<file path="src/rtl/mbscore_mem_access_pkg.sv">
// Constants and types shared by the memory-access stage and the writeback mux.
package mbscore_mem_access_pkg;

  localparam int MBS_DATA_WIDTH = 32;

  // Writeback select codes
  localparam logic [1:0] WB_SEL_ALU_TO_IR  = 2'd0;
  localparam logic [1:0] WB_SEL_ALU_TO_REG = 2'd1;
  localparam logic [1:0] WB_SEL_ALU_TO_MEM = 2'd2;  // store
  localparam logic [1:0] WB_SEL_MEM_TO_REG = 2'd3;  // load

  typedef enum logic {
    ST_IDLE   = 1'b0,
    ST_ACCESS = 1'b1
  } state_e;

  // True for the selects that need a data-memory transaction.
  function automatic logic sel_is_mem(input logic [1:0] sel);
    return (sel == WB_SEL_ALU_TO_MEM) || (sel == WB_SEL_MEM_TO_REG);
  endfunction

endpackage

</file>
<file path="src/rtl/mbscore_mem_access_watchdog.sv">
// Ack-timeout counter for the memory-access stage.
// Counts cycles spent waiting for mem_ack while 'run' is high. 'expired'
// rises in the cycle that would be the TIMEOUT-th consecutive wait cycle,
// so the owner completes after exactly TIMEOUT cycles without an ack.
// TIMEOUT must be at least 1.
module mbscore_mem_access_watchdog #(
  parameter int TIMEOUT = 255
) (
  input  logic clk,
  input  logic rst,
  input  logic clr,
  input  logic run,
  output logic expired
);

  localparam int               CNT_W = (TIMEOUT > 1) ? $clog2(TIMEOUT + 1) : 1;
  localparam logic [CNT_W-1:0] LAST  = CNT_W'(TIMEOUT - 1);

  logic [CNT_W-1:0] cnt_q;
  logic [CNT_W-1:0] cnt_d;

  // Next count: cleared outside a transaction, saturates at the last wait cycle.
  always_comb begin
    // NOTE: assign a default before any branch so no path leaves cnt_d unassigned (that would infer a latch).
    cnt_d = cnt_q;
    if (clr) begin
      cnt_d = '0;
    end else if (run && (cnt_q != LAST)) begin
      cnt_d = cnt_q + CNT_W'(1);
    end
  end

  // Count register with synchronous reset.
  always_ff @(posedge clk) begin
    // NOTE: non-blocking assignments in clocked blocks so every flop samples pre-edge values.
    if (rst) begin
      cnt_q <= '0;
    end else begin
      cnt_q <= cnt_d;
    end
  end

  assign expired = run && (cnt_q == LAST);

endmodule

</file>
<file path="src/rtl/mbscore_mem_access.sv">
// Memory-access pipeline stage: passes ALU results straight to writeback,
// or performs one data-memory load/store and then hands the result on.
// The writeback output register is a one-entry buffer with valid/ready.
module mbscore_mem_access
  import mbscore_mem_access_pkg::*;
#(
  parameter int DATA_WIDTH = MBS_DATA_WIDTH,
  parameter int ADDR_WIDTH = 16,
  parameter int TIMEOUT    = 255
) (
  input  logic                  clk,
  input  logic                  rst,
  // EX stage
  input  logic                  ex_valid,
  output logic                  ex_ready,
  input  logic [1:0]            ex_WB_sel,
  input  logic [DATA_WIDTH-1:0] ex_alu_out,
  input  logic [ADDR_WIDTH-1:0] ex_mem_addr,
  // Data memory
  output logic                  mem_req,
  output logic                  mem_we,
  output logic [ADDR_WIDTH-1:0] mem_addr,
  output logic [DATA_WIDTH-1:0] mem_wdata,
  input  logic                  mem_ack,
  input  logic [DATA_WIDTH-1:0] mem_rdata,
  // Writeback
  output logic                  wb_valid,
  input  logic                  wb_ready,
  output logic [1:0]            WB_sel,
  output logic [DATA_WIDTH-1:0] alu_out,
  output logic [DATA_WIDTH-1:0] mem_data_in,
  output logic                  mem_err
);

  state_e                state_q,       state_d;
  logic                  mem_req_q,     mem_req_d;
  logic                  mem_we_q,      mem_we_d;
  logic [ADDR_WIDTH-1:0] mem_addr_q,    mem_addr_d;
  logic [DATA_WIDTH-1:0] mem_wdata_q,   mem_wdata_d;
  logic                  wb_valid_q,    wb_valid_d;
  logic [1:0]            wb_sel_q,      wb_sel_d;
  logic [DATA_WIDTH-1:0] alu_out_q,     alu_out_d;
  logic [DATA_WIDTH-1:0] mem_data_in_q, mem_data_in_d;
  logic                  mem_err_q,     mem_err_d;

  logic in_access;
  logic ex_fire;
  logic wd_run;
  logic wd_clr;
  logic wd_expired;

  assign in_access = (state_q == ST_ACCESS);
  assign ex_ready  = (state_q == ST_IDLE) && (!wb_valid_q || wb_ready);
  assign ex_fire   = ex_valid && ex_ready;

  // The counter only runs on ack-less ACCESS cycles; an ack in the
  // would-be timeout cycle therefore wins over the timeout.
  assign wd_run = in_access && !mem_ack;
  assign wd_clr = !in_access;

  mbscore_mem_access_watchdog #(
    .TIMEOUT (TIMEOUT)
  ) u_watchdog (
    .clk     (clk),
    .rst     (rst),
    .clr     (wd_clr),
    .run     (wd_run),
    .expired (wd_expired)
  );

  // Next-state, memory request and writeback buffer update.
  always_comb begin
    state_d       = state_q;
    mem_req_d     = mem_req_q;
    mem_we_d      = mem_we_q;
    mem_addr_d    = mem_addr_q;
    mem_wdata_d   = mem_wdata_q;
    wb_valid_d    = wb_valid_q;
    wb_sel_d      = wb_sel_q;
    alu_out_d     = alu_out_q;
    mem_data_in_d = mem_data_in_q;
    mem_err_d     = mem_err_q;

    // Drain first; a load below on the same edge re-asserts valid.
    if (wb_valid_q && wb_ready) begin
      wb_valid_d = 1'b0;
    end

    case (state_q)
      ST_IDLE: begin
        if (ex_fire) begin
          if (sel_is_mem(ex_WB_sel)) begin
            state_d     = ST_ACCESS;
            mem_req_d   = 1'b1;
            mem_we_d    = (ex_WB_sel == WB_SEL_ALU_TO_MEM);
            mem_addr_d  = ex_mem_addr;
            mem_wdata_d = ex_alu_out;
          end else begin
            wb_valid_d    = 1'b1;
            wb_sel_d      = ex_WB_sel;
            alu_out_d     = ex_alu_out;
            mem_data_in_d = '0;
          end
        end
      end
      ST_ACCESS: begin
        // The buffer is always empty here: an op is only accepted when the
        // buffer drains on that edge, and nothing else loads it meanwhile.
        // The accepted op's ALU value is still held in mem_wdata_q.
        if (mem_ack || wd_expired) begin
          state_d       = ST_IDLE;
          mem_req_d     = 1'b0;
          wb_valid_d    = 1'b1;
          wb_sel_d      = mem_we_q ? WB_SEL_ALU_TO_MEM : WB_SEL_MEM_TO_REG;
          alu_out_d     = mem_wdata_q;
          mem_data_in_d = (mem_ack && !mem_we_q) ? mem_rdata : '0;
          if (!mem_ack) begin
            mem_err_d = 1'b1;
          end
        end
      end
      default: begin
        state_d = ST_IDLE;
      end
    endcase
  end

  // State and output registers with synchronous reset.
  always_ff @(posedge clk) begin
    if (rst) begin
      state_q       <= ST_IDLE;
      mem_req_q     <= 1'b0;
      mem_we_q      <= 1'b0;
      mem_addr_q    <= '0;
      mem_wdata_q   <= '0;
      wb_valid_q    <= 1'b0;
      wb_sel_q      <= WB_SEL_ALU_TO_IR;
      alu_out_q     <= '0;
      mem_data_in_q <= '0;
      mem_err_q     <= 1'b0;
    end else begin
      state_q       <= state_d;
      mem_req_q     <= mem_req_d;
      mem_we_q      <= mem_we_d;
      mem_addr_q    <= mem_addr_d;
      mem_wdata_q   <= mem_wdata_d;
      wb_valid_q    <= wb_valid_d;
      wb_sel_q      <= wb_sel_d;
      alu_out_q     <= alu_out_d;
      mem_data_in_q <= mem_data_in_d;
      mem_err_q     <= mem_err_d;
    end
  end

  assign mem_req     = mem_req_q;
  assign mem_we      = mem_we_q;
  assign mem_addr    = mem_addr_q;
  assign mem_wdata   = mem_wdata_q;
  assign wb_valid    = wb_valid_q;
  assign WB_sel      = wb_sel_q;
  assign alu_out     = alu_out_q;
  assign mem_data_in = mem_data_in_q;
  assign mem_err     = mem_err_q;

endmodule

</file>
<file path="config.mk">
export PLATFORM = sky130hd
export DESIGN_NAME = mbscore_mem_access
export DESIGN_NICKNAME = d
export VERILOG_FILES = /design/src/rtl/mbscore_mem_access_pkg.sv /design/src/rtl/mbscore_mem_access_watchdog.sv /design/src/rtl/mbscore_mem_access.sv
export SDC_FILE = /design/constraint.sdc
export NUM_CORES = 1
export LEC_CHECK = 0
export CAP_MARGIN = 20
export CELL_PAD_IN_SITES_DETAIL_PLACEMENT = 0
export CELL_PAD_IN_SITES_GLOBAL_PLACEMENT = 2
export CORE_ASPECT_RATIO = 1.1
export CORE_UTILIZATION = 26
export DETAILED_ROUTE_END_ITERATION = 8
export PLACE_DENSITY = 0.93
export SYNTH_ARGS = -nofsm -noshare
export SYNTH_HDL_FRONTEND = slang
export SYNTH_SLANG_ARGS = --single-unit
</file>
<file path="constraint.sdc">
create_clock -name clk -period 4.7 [get_ports clk]
set_input_delay 0.94 -clock clk [delete_from_list [all_inputs] [get_ports clk]]
set_output_delay 0.94 -clock clk [all_outputs]
set_load 0.1 [all_outputs]
</file>
==> impl_results.md, run 1 <==
* Outcome: complete, no violations
* Total nets after synthesis at 629
* Final period util at 63.7%
* CP cell instances: clkdlybuf4s50_1, nor2b_2, nor2_1, buf_4
* Cell Rows at 52
* Synth top area share at 51.1%
* Post-DR wirelength/cell at 15.0 um
* Post-Syn Area at 4970 um2
* DP Wirelength at 9.61 mm
* Post-CTS Resized at 0
* LEAKAGE at 2.80 nW
* Pin count of the biggest net entering global routing at 53
* CTS Hold Bufs at 0
* Comb pwr share at 23.6%
* Clock sink count at 127
* Proportion of power drawn by the clock network at 40.3%
* Required time of the critical path at 3.76 ns
* Num CTS Buffers at 17
* Psw at 1.16 mW
* Synth Flop Type: dfxtp_1
* P_int at 2.06 mW
* Worst path arrival time at 2.05 ns
* Worst setup EP type: output port
* Clk slew on worst S/H paths at 0.07 ns
* PwrDens at 415 nW/um2
* Worst-margin pin slew at 1.04 ns
* Die span in x at 134 um
* Max Fclk at 334 MHz
* Fin util at 41.9%
* Vias per std cell at 4.58
* IO buf count at 205
* Switching power share of the total at 36.0%
* Peak VDD IR at 254 uV
* Final slew viol count at 0
* Area Growth Syn to Fin at 56.1%
* EDFF count, synth at 0
* Final Skew at 0.00742 ns
* Initial core utilization at 26.8%
* Total core area at 18500 um2
* Vias in the first global route at 4385
* RSZ-0062 raised after global routing: no
* Post-DRT Antenna Nets at 0
* WS Path Type: input port to output port
* Dpl cells at 951
* Netlist cell types at 44
* DRT iter0 DRCs at 235
* Clk_lat worst skew at 0.42 ns
* CTS root buf: clkbuf_16
* Worst Path Buf+Inv at 2
* Nets@finish at 817
* Area leader, netlist: dfxtp_1
* CP Max Fanout at 4
* Hold_sp: mem_addr[14]$_SDFFE_PP0P_
* Htree depth at 4
* Max incr delay on CP at 0.43 ns
* CTS tree: yes
* DRC viols at 0
* Yosys reg bits at 127
* Final setup fails at 0
* Post-CTS setup buffers at 0
* Pre-Repair DR Iteration Count at 4
* Die area at 19700 um2
* Tmin final at 2.99 ns
* Hold Crit Class: flip-flop to flip-flop
* RePlAce Congestion at 0.758
* Max-cap violation count at 0
* Die Ht at 147 um
* CP max stage cell: clkdlybuf4s50_1
* Slew headroom at 30.5%
* Initial antenna violation count at 0
* Final WL at 14.8 mm
* Setup TNS at 0 ns
* Synth async-reset ratio at 0%
* Routed vias at 4508
* Fin cells at 984
* Crit path launch: wb_ready
* Hold Fails Final Rpt at 0
* Worst reg2reg startpoint: u_watchdog.cnt_q[1]$_SDFFE_PP0P_
* Max clock buf depth at 2
* I/O pin cnt at 206
* Global-route wire length before repair at 23.5 mm
* Yosys Warn Count at 0
* Total track usage at 15.3%
* Ratio of cells with drive above 1 in the final layout at 10.9%
* Top cells by area, synth: dfxtp_1, nand2_1, nor4_2
* CP delay by family, top: buffers and inverters
* Cells after Synth at 540
* GR Overflow Total at 0
* Seq pwr share at 36.1%
* Startpoint types: input port
* Sequential share of the synthesized area at 51.1%
* N_diodes at 0
* Syn Area/Cell at 9.21 um2
[final timing paths]
kind | endpoint | slack [ns] | cells after the start
max reg2reg | alu_out[9]$_SDFFE_PP0P_ | 2.23 | 6
max | ex_ready | 1.71 | 4
min reg2reg | mem_addr[14]$_SDFFE_PP0P_ | 0.45 | 2
min | mem_addr[14]$_SDFFE_PP0P_ | 0.45 | 2
[routing by layer]
layer  up-vias  global-route usage [%]  routed length [um]
met5         -                       0                   0
met4         0                    4.03                 154
met3        15                    5.45                1170
met2       158                    23.8                6770
met1      2094                    19.8                6670
li1       2241                       -                   -
[cell usage in the layout (no fill, tap or decap), types with 3 or more instances in the layout]
cell,instances
inv_8,9
nor4_2,29
a211oi_1,3
a21oi_1,53
clkdlybuf4s50_1,203
a22o_1,32
clkbuf_16,17
nor2b_1,32
buf_4,8
o211ai_1,3
xor2_1,4
nor2_1,44
nor3_1,34
inv_6,3
nor4_1,3
nand2_1,99
dfxtp_1,127
[area by class of cell]
| cell class | count | area (um2) |
|---|---|---|
| Timing Repair Buffer | 212 | 2110 |
| Tap cell | 243 | 304 |
| Inverter | 2 | 7.51 |
| Multi-Input combinational cell | 368 | 2210 |
| Sequential cell | 127 | 2540 |
| Fill cell | 1881 | 10800 |
| Clock buffer | 17 | 425 |
| Clock inverter | 15 | 161 |
[through the flow]
| stage | area (um2) | power (mW) | hold WS [ns] | setup WS, ns |
|---|---|---|---|---|
| final | 7760 | 3.22 | 0.452 | 1.71 |
| after global routing | 7760 | 3.36 | 0.481 | 1.62 |
| after CTS | 7740 | 3.27 | 0.455 | 1.70 |
| after detailed placement | 7160 | 1.95 | 0.446 | 1.64 |
| after global placement | 7160 | 1.95 | 0.441 | 1.66 |
| after floorplan | 4970 | 1.73 | 0.465 | 1.49 |
[kinds of logic (layout without fill, tap and decap cells)]
group	Yosys count	after routing	share of synthesized area (%)
AND/OR/NAND/NOR	263	263	29.7
flip-flops	127	127	51.1
AO/OA/AOI/OAI	98	98	12.8
buffers and inverters	45	246	4.93
XOR/XNOR	5	5	0.881
adder cells (fa/ha/maj)	2	2	0.503
[cells in the mapped netlist (3+ instances only)]
| cell type | instances |
|---|---|
| a21oi_1 | 53 |
| a211oi_1 | 3 |
| xor2_1 | 4 |
| clkbuf_1 | 18 |
| dfxtp_1 | 127 |
| buf_2 | 16 |
| nor2b_1 | 32 |
| a22o_1 | 32 |
| o211ai_1 | 3 |
| nor4_1 | 3 |
| buf_6 | 6 |
| nor2_1 | 44 |
| nand2_1 | 99 |
| nor3_1 | 35 |
| nor4_2 | 29 |
| buf_4 | 3 |
[worst min-delay path, cell delays in order, from the launching register on]
cell	delay, ns
dfxtp_1	0.31
nand2_1	0.05
a21oi_1	0.05
[registers in the layout, indices dropped and copies added (netlist names)]
signal	count
alu_out	32
mem_data_in	32
mem_wdata	32
mem_addr	16
u_watchdog.cnt_q	8
WB_sel	2
in_access	1
mem_err	1
mem_req	1
mem_we	1
wb_valid	1
[power groups by stage]
stage          combinational, mW  sequential [mW]  clock [mW]
2_1_floorplan              0.165             1.57           0
3_3_place_gp               0.762             1.19           0
3_5_place_dp               0.762             1.19           0
4_1_cts                    0.764             1.16        1.34
5_1_grt                    0.793             1.17        1.39
6_report                   0.760             1.16        1.30
Note: power is estimated with default switching activity, not from simulation.
==> run 2: changes to the inputs <==
Settings changed: CORE_UTILIZATION 26 to 24, PLACE_DENSITY 0.93 to 0.88.
Clock period 4.7 ns to 3.15 ns, I/O delays scaled along.
==> run 2 against run 1 <==
Effect of this change: the flow now finishes with violations (design-rule violations); clock power increased by 48%; total power up 48%; critical path depth up 1; non-clock buffer count up 5; clock skew up 0.0033 ns; first-iteration DRC count decreased by 1.7%; clock-buffer cell count is the same; largest cell class unchanged; highest routed layer unchanged.
==> impl_results.md, run 2 (same netlist as run 1, synthesis figures left out) <==
* Htree depth at 4 (unchanged)
* Vias per std cell at 4.49 (-1.9%)
* Final slew viol count at 0 (unchanged)
* Clock sink count at 127 (unchanged)
* Final setup fails at 0 (unchanged)
* Nets@finish at 822 (+0.61%)
* Startpoint types: input port
* Worst setup EP type: output port
* Most common cell after layout, fill and taps aside: buf_4
* CP max stage cell: clkdlybuf4s50_1
* Vias in the first global route at 4402 (+0.39%)
* CP Max Fanout at 3 (-1)
* Worst Hold Endpoint: mem_addr[9]$_SDFFE_PP0P_
* Pre-Repair DR Iteration Count at 7 (+3)
* IO buf count at 205 (unchanged)
* Final non-filler cell area at 7490 um2 (-3.5%)
* Final Skew at 0.0108 ns (+0.00335 ns)
* Max incr delay on CP at 0.43 ns (about the same)
* Total core area at 20100 um2 (+8.2%)
* R2r setup slk at 1.05 ns (-1.18 ns)
* Die Ht at 153 um (+4.0%)
* DP Wirelength at 10.0 mm (+4.2%)
* Post-DRT Antenna Nets at 0 (unchanged)
* Peak VDD IR at 369 uV (+45%)
* DRT iter0 DRCs at 231 (-1.7%)
* CP cell instances: clkdlybuf4s50_1, nor2b_2, buf_4, nor2_1, buf_4
* Post-DR wirelength/cell at 14.8 um (-1.0%)
* CTS tree: yes
* Cell Area, Placed at 6920 um2 (-3.3%)
* GR Util met1 at 17.9% (-1.9 points)
* GR Overflow Total at 0 (unchanged)
* Most frequent cells in the layout: buf_4, dfxtp_1, nand2_1, clkdlybuf4s50_1, a21oi_1
* Area Growth Syn to Fin at 50.7%
* CTS root buf: clkbuf_16
* Hold_sp: mem_addr[9]$_SDFFE_PP0P_
* RePlAce Congestion at 0.746 (-1.6%)
* Met2 Usage GRT at 23.1% (-0.72 points)
* Num CTS Buffers at 17 (unchanged)
* Slew headroom at 52.7% (+22 points)
* Hold Fails Final Rpt at 0 (unchanged)
* Initial antenna violation count at 0 (unchanged)
* Reg2reg end: alu_out[20]$_SDFFE_PP0P_
* LEAKAGE at 3.03 nW (+8.0%)
* Most Crowded Layer GR: met2
* Max-cap violation count at 0 (unchanged)
* Hold Crit Class: flip-flop to flip-flop
* Overall Power at 4.77 mW (+48%)
* Routed vias at 4483 (-0.55%)
* Met3 Use GR at 5.11% (-0.35 points)
* Total track usage at 14.3% (-0.94 points)
* Ratio of cells with drive above 1 in the final layout at 27.3% (+16 points)
* Max clock buf depth at 2 (unchanged)
* Setup TNS at 0 ns (unchanged)
* Tmin final at 2.42 ns
* Clk slew on worst S/H paths at 0.06 ns (about the same)
* Initial core utilization at 24.8% (-2.0 points)
* N_diodes at 0 (unchanged)
* Global-route wire length before repair at 23.9 mm (+1.9%)
* Pin count of the biggest net entering global routing at 70 (+32%)
* Final period util at 76.9%
* Worst Hold Depth at 2 (unchanged)
* Max Fclk at 413 MHz
* Outcome: complete, but fails checks
* Cell mode on critical path: buf_4
* Worst path arrival time at 1.79 ns (-0.26 ns)
* CTS Hold Bufs at 0 (unchanged)
* Cell Rows at 54 (+3.8%)
* WS Path Type: input port to output port
* Worst-margin pin slew at 0.710 ns (-0.329 ns)
* Post-CTS Resized at 0 (unchanged)
* Final WL at 14.8 mm (+0.37%)
* I/O pin cnt at 206 (unchanged)
* Clk_lat worst skew at 0.42 ns (about the same)
* Die area at 21300 um2 (+8.2%)
* Reg2Reg Depth at 5 (-1)
* PwrDens at 636 nW/um2 (+53%)
* Violations in the final reports: design-rule violations
* RSZ-0062 raised after global routing: no
* Required time of the critical path at 2.52 ns (-1.24 ns)
* Post-CTS setup buffers at 0 (unchanged)
* Worst reg2reg startpoint: in_access$_SDFF_PP0_
* DRC viols at 15 (+15)
* Die span in x at 139 um (+4.0%)
-- run 2: cell count changes in the layout (fill, tap and decap cells not counted) --
cell             change
clkinv_8             -1
buf_12               -1
inv_8                -8
clkinv_2             +1
buf_4              +124
clkdlybuf4s50_1    -118
bufinv_16            +1
inv_6                +3
clkinv_4             +2
clkinvlp_4           +2
-- run 2: routing by layer --
metal / share of wire, % / up-vias
met5: 0 / -
met4: 1.1 / 0
met3: 6.8 / 18
met2: 46 / 143
met1: 46 / 2070
li1: - / 2252
-- run 2: worst max-delay path by stage --
| stage | cells past startpoint | startpoint | end |
|---|---|---|---|
| after floorplan | 2 | wb_valid$_SDFF_PP0_ | ex_ready |
| after global placement | 6 | wb_ready | mem_data_in[25]$_SDFFE_PP0P_ |
| after detailed placement | 6 | ex_valid | alu_out[8]$_SDFFE_PP0P_ |
| after CTS | 5 | wb_ready | ex_ready |
| after global routing | 5 | wb_ready | ex_ready |
| final | 5 | wb_ready | ex_ready |
-- run 2: layout make-up --
| type | instances | area, um2 |
|---|---|---|
| tap | 252 | 315 |
| timing repair buffer | 217 | 1840 |
| fill | 2032 | 12600 |
| sequential | 127 | 2540 |
| clock inverter | 15 | 149 |
| multi-input combinational | 368 | 2210 |
| inverter | 2 | 7.51 |
| clock buffer | 17 | 425 |
-- run 2: critical path: cells and delay by family --
family / cells / cell delay (ns)
buf+inv: 3 / 0.87
simple gates: 2 / 0.29
-- run 2: stage by stage --
step | cells | util, % | hold WS [ns] | worst slack (ns)
global route | 998 | 37.3 | 0.476 | 0.637
floorplan | 540 | - | 0.465 | 0.253
global placement | 965 | 34.4 | 0.442 | 0.282
CTS | 998 | 37.3 | 0.459 | 0.712
finish | 998 | 37.3 | 0.458 | 0.729
detailed placement | 966 | 34.5 | 0.451 | 0.611
-- run 2: power breakdown --
group          internal [mW]  leakage (nW)  total (mW)  switching [mW]
Combinational          0.298          1.71        1.11           0.811
Clock                   1.11         0.278        1.92           0.810
Sequential              1.69          1.04        1.74          0.0529
Total                   3.09          3.03        4.77            1.67
==> run 3: changes to the inputs <==
Clock period 3.15 ns to 2.45 ns, I/O delays scaled along.
==> run 3 against run 2 <==
Effect of this change: setup slack got worse by 0.36 ns; highest routed layer unchanged; die area unchanged; register-to-register slack got worse by 0.58 ns; the flow still finishes with violations (design-rule violations); combinational power increased by 31%.
==> impl_results.md, run 3 (same netlist as run 1, synthesis figures left out) <==
* Max-cap violation count at 0 (unchanged)
* DRT iter0 DRCs at 182 (-21%)
* PwrDens at 813 nW/um2 (+28%)
* Hold Slack at 0.340 ns (-0.118 ns)
* Overall Power at 6.17 mW (+29%)
* LEAKAGE at 3.05 nW (+0.84%)
* Met3 Use GR at 4.79% (-0.31 points)
* DRC viols at 12 (-3)
* Final Skew at 0.0107 ns (-0.000114 ns)
* IO buf count at 205 (unchanged)
* Die Ht at 153 um (unchanged)
* Post-CTS Resized at 0 (unchanged)
* Setup TNS at 0 ns (unchanged)
* Post-DR wirelength/cell at 15.1 um (+1.6%)
* WS Path Type: input port to output port
* Most Crowded Layer GR: met2
* Met2 Usage GRT at 22.6% (-0.53 points)
* Global-route wire length before repair at 24.1 mm (+0.81%)
* Hold_sp: rst
* Hold Crit Class: input port to flip-flop
* Violations in the final reports: design-rule violations
* Worst reg2reg startpoint: u_watchdog.cnt_q[1]$_SDFFE_PP0P_
* Outcome: complete, but fails checks
* Tmin final at 2.08 ns
* N_diodes at 0 (unchanged)
* Routed vias at 4517 (+0.76%)
* Switching power share of the total at 35.1% (about the same)
* Worst Hold Depth at 2 (unchanged)
* Total core area at 20100 um2 (unchanged)
* Post-DRT Antenna Nets at 0 (unchanged)
* Filler Cells Inserted at 2030 (-0.098%)
* Seq pwr share at 36.3% (-0.2 points)
* Ratio of cells with drive above 1 in the final layout at 27.5% (+0.13 points)
* Post-CTS setup buffers at 0 (unchanged)
* Clk slew on worst S/H paths at 0.07 ns (about the same)
* Final non-filler cell area at 7580 um2 (+1.2%)
* CTS Hold Bufs at 0 (unchanged)
* Initial core utilization at 24.8% (unchanged)
* Pin count of the biggest net entering global routing at 56 (-20%)
* GR Overflow Total at 0 (unchanged)
* DP Wirelength at 10.2 mm (+2.2%)
* Final setup fails at 0 (unchanged)
* Startpoint types: input port
* Vias in the first global route at 4435 (+0.75%)
* Area Growth Syn to Fin at 52.5%
* Die span in x at 139 um (unchanged)
* Num CTS Buffers at 17 (unchanged)
* Worst path arrival time at 1.59 ns (-0.20 ns)
* Worst-margin pin slew at 0.762 ns (+0.0522 ns)
* Total track usage at 14.3% (+0.032 points)
* Clock sink count at 127 (unchanged)
* CTS root buf: clkbuf_16
* Vias per std cell at 4.53 (+0.76%)
* Peak VDD IR at 464 uV (+26%)
* Required time of the critical path at 1.96 ns (-0.56 ns)
* Psw at 2.17 mW (+29%)
* Nets@finish at 822 (unchanged)
* Clk_lat worst skew at 0.41 ns (about the same)
* Final slew viol count at 0 (unchanged)
* Proportion of power drawn by the clock network at 40.2% (about the same)
* CTS tree: yes
* Final WL at 15.0 mm (+1.6%)
* Htree depth at 4 (unchanged)
* Worst setup EP type: output port
* GR Util met1 at 18.5% (+0.56 points)
* RSZ-0062 raised after global routing: no
* Max clock buf depth at 2 (unchanged)
* Reg2Reg Depth at 6 (+1)
* Fin util at 37.8% (+0.46 points)
* Cell Rows at 54 (unchanged)
* Die area at 21300 um2 (unchanged)
* Crit path launch: wb_ready
* Most common cell after layout, fill and taps aside: dfxtp_1
* CP Max Fanout at 4 (+1)
* Hold Fails Final Rpt at 0 (unchanged)
* Initial antenna violation count at 0 (unchanged)
* P_int at 4.00 mW (+29%)
* Cell Area, Placed at 7010 um2 (+1.3%)
* Max Fclk at 480 MHz
* Slew headroom at 49.2% (-3.5 points)
* RePlAce Congestion at 0.713 (-4.4%)
* Pre-Repair DR Iteration Count at 9 (+2)
* Final period util at 85.0%
* Most frequent cells in the layout: dfxtp_1, buf_4, nand2_1, clkdlybuf4s50_1, a21oi_1
* I/O pin cnt at 206 (unchanged)
* Comb pwr share at 23.5% (+0.2 points)
-- run 3: cell count changes in the layout (fill, tap and decap cells not counted) --
cell        before  now
buf_12           0    7
buf_4          132  125
clkinv_2         1    0
clkinvlp_4       2    3
nor2_1          44   43
nor2_2           0    1
-- run 3: power groups by stage --
stage               Clock [mW]  Combinational, mW  Sequential (mW)
floorplan                    0              0.317             3.01
global placement             0               1.46             2.29
detailed placement           0               1.46             2.29
CTS                       2.56               1.46             2.24
global route              2.67               1.51             2.25
finish                    2.48               1.45             2.24
-- run 3: cell type report --
cell class	instances	area (um2)	area share [%]
sequential	127	2540	33.5
multi-input combinational	368	2210	29.2
timing repair buffer	217	1930	25.4
clock buffer	17	425	5.61
tap	252	315	4.16
clock inverter	15	151	2.00
inverter	2	7.51	0.0990
-- run 3: critical path, stage by stage --
cell,delay (ns)
clkdlybuf4s50_1,0.44
nor2b_2,0.38
nor2_2,0.10
buf_12,0.18
-- run 3: path summary, 6_finish.rpt --
| path | end | slack [ns] |
|---|---|---|
| setup / recovery | ex_ready | 0.37 |
| hold / removal | mem_addr[8]$_SDFFE_PP0P_ | 0.34 |
| setup reg to reg | alu_out[7]$_SDFFE_PP0P_ | 0.47 |
| hold reg to reg | mem_addr[14]$_SDFFE_PP0P_ | 0.45 |
-- run 3: layer usage --
layer  vias to the layer above  routed length [um]
li1                       2252                   -
met1                      2104                6960
met2                       149                6990
met3                        12                 931
met4                         0                 166
met5                         -                   0
-- run 3: stage by stage --
| stage | worst slack, ns | std cells |
|---|---|---|
| 2_1_floorplan | 0.159 | 540 |
| 5_1_grt | 0.305 | 998 |
| 3_5_place_dp | 0.177 | 966 |
| 4_1_cts | 0.351 | 998 |
| 3_3_place_gp | 0.187 | 966 |
| 6_report | 0.367 | 998 |
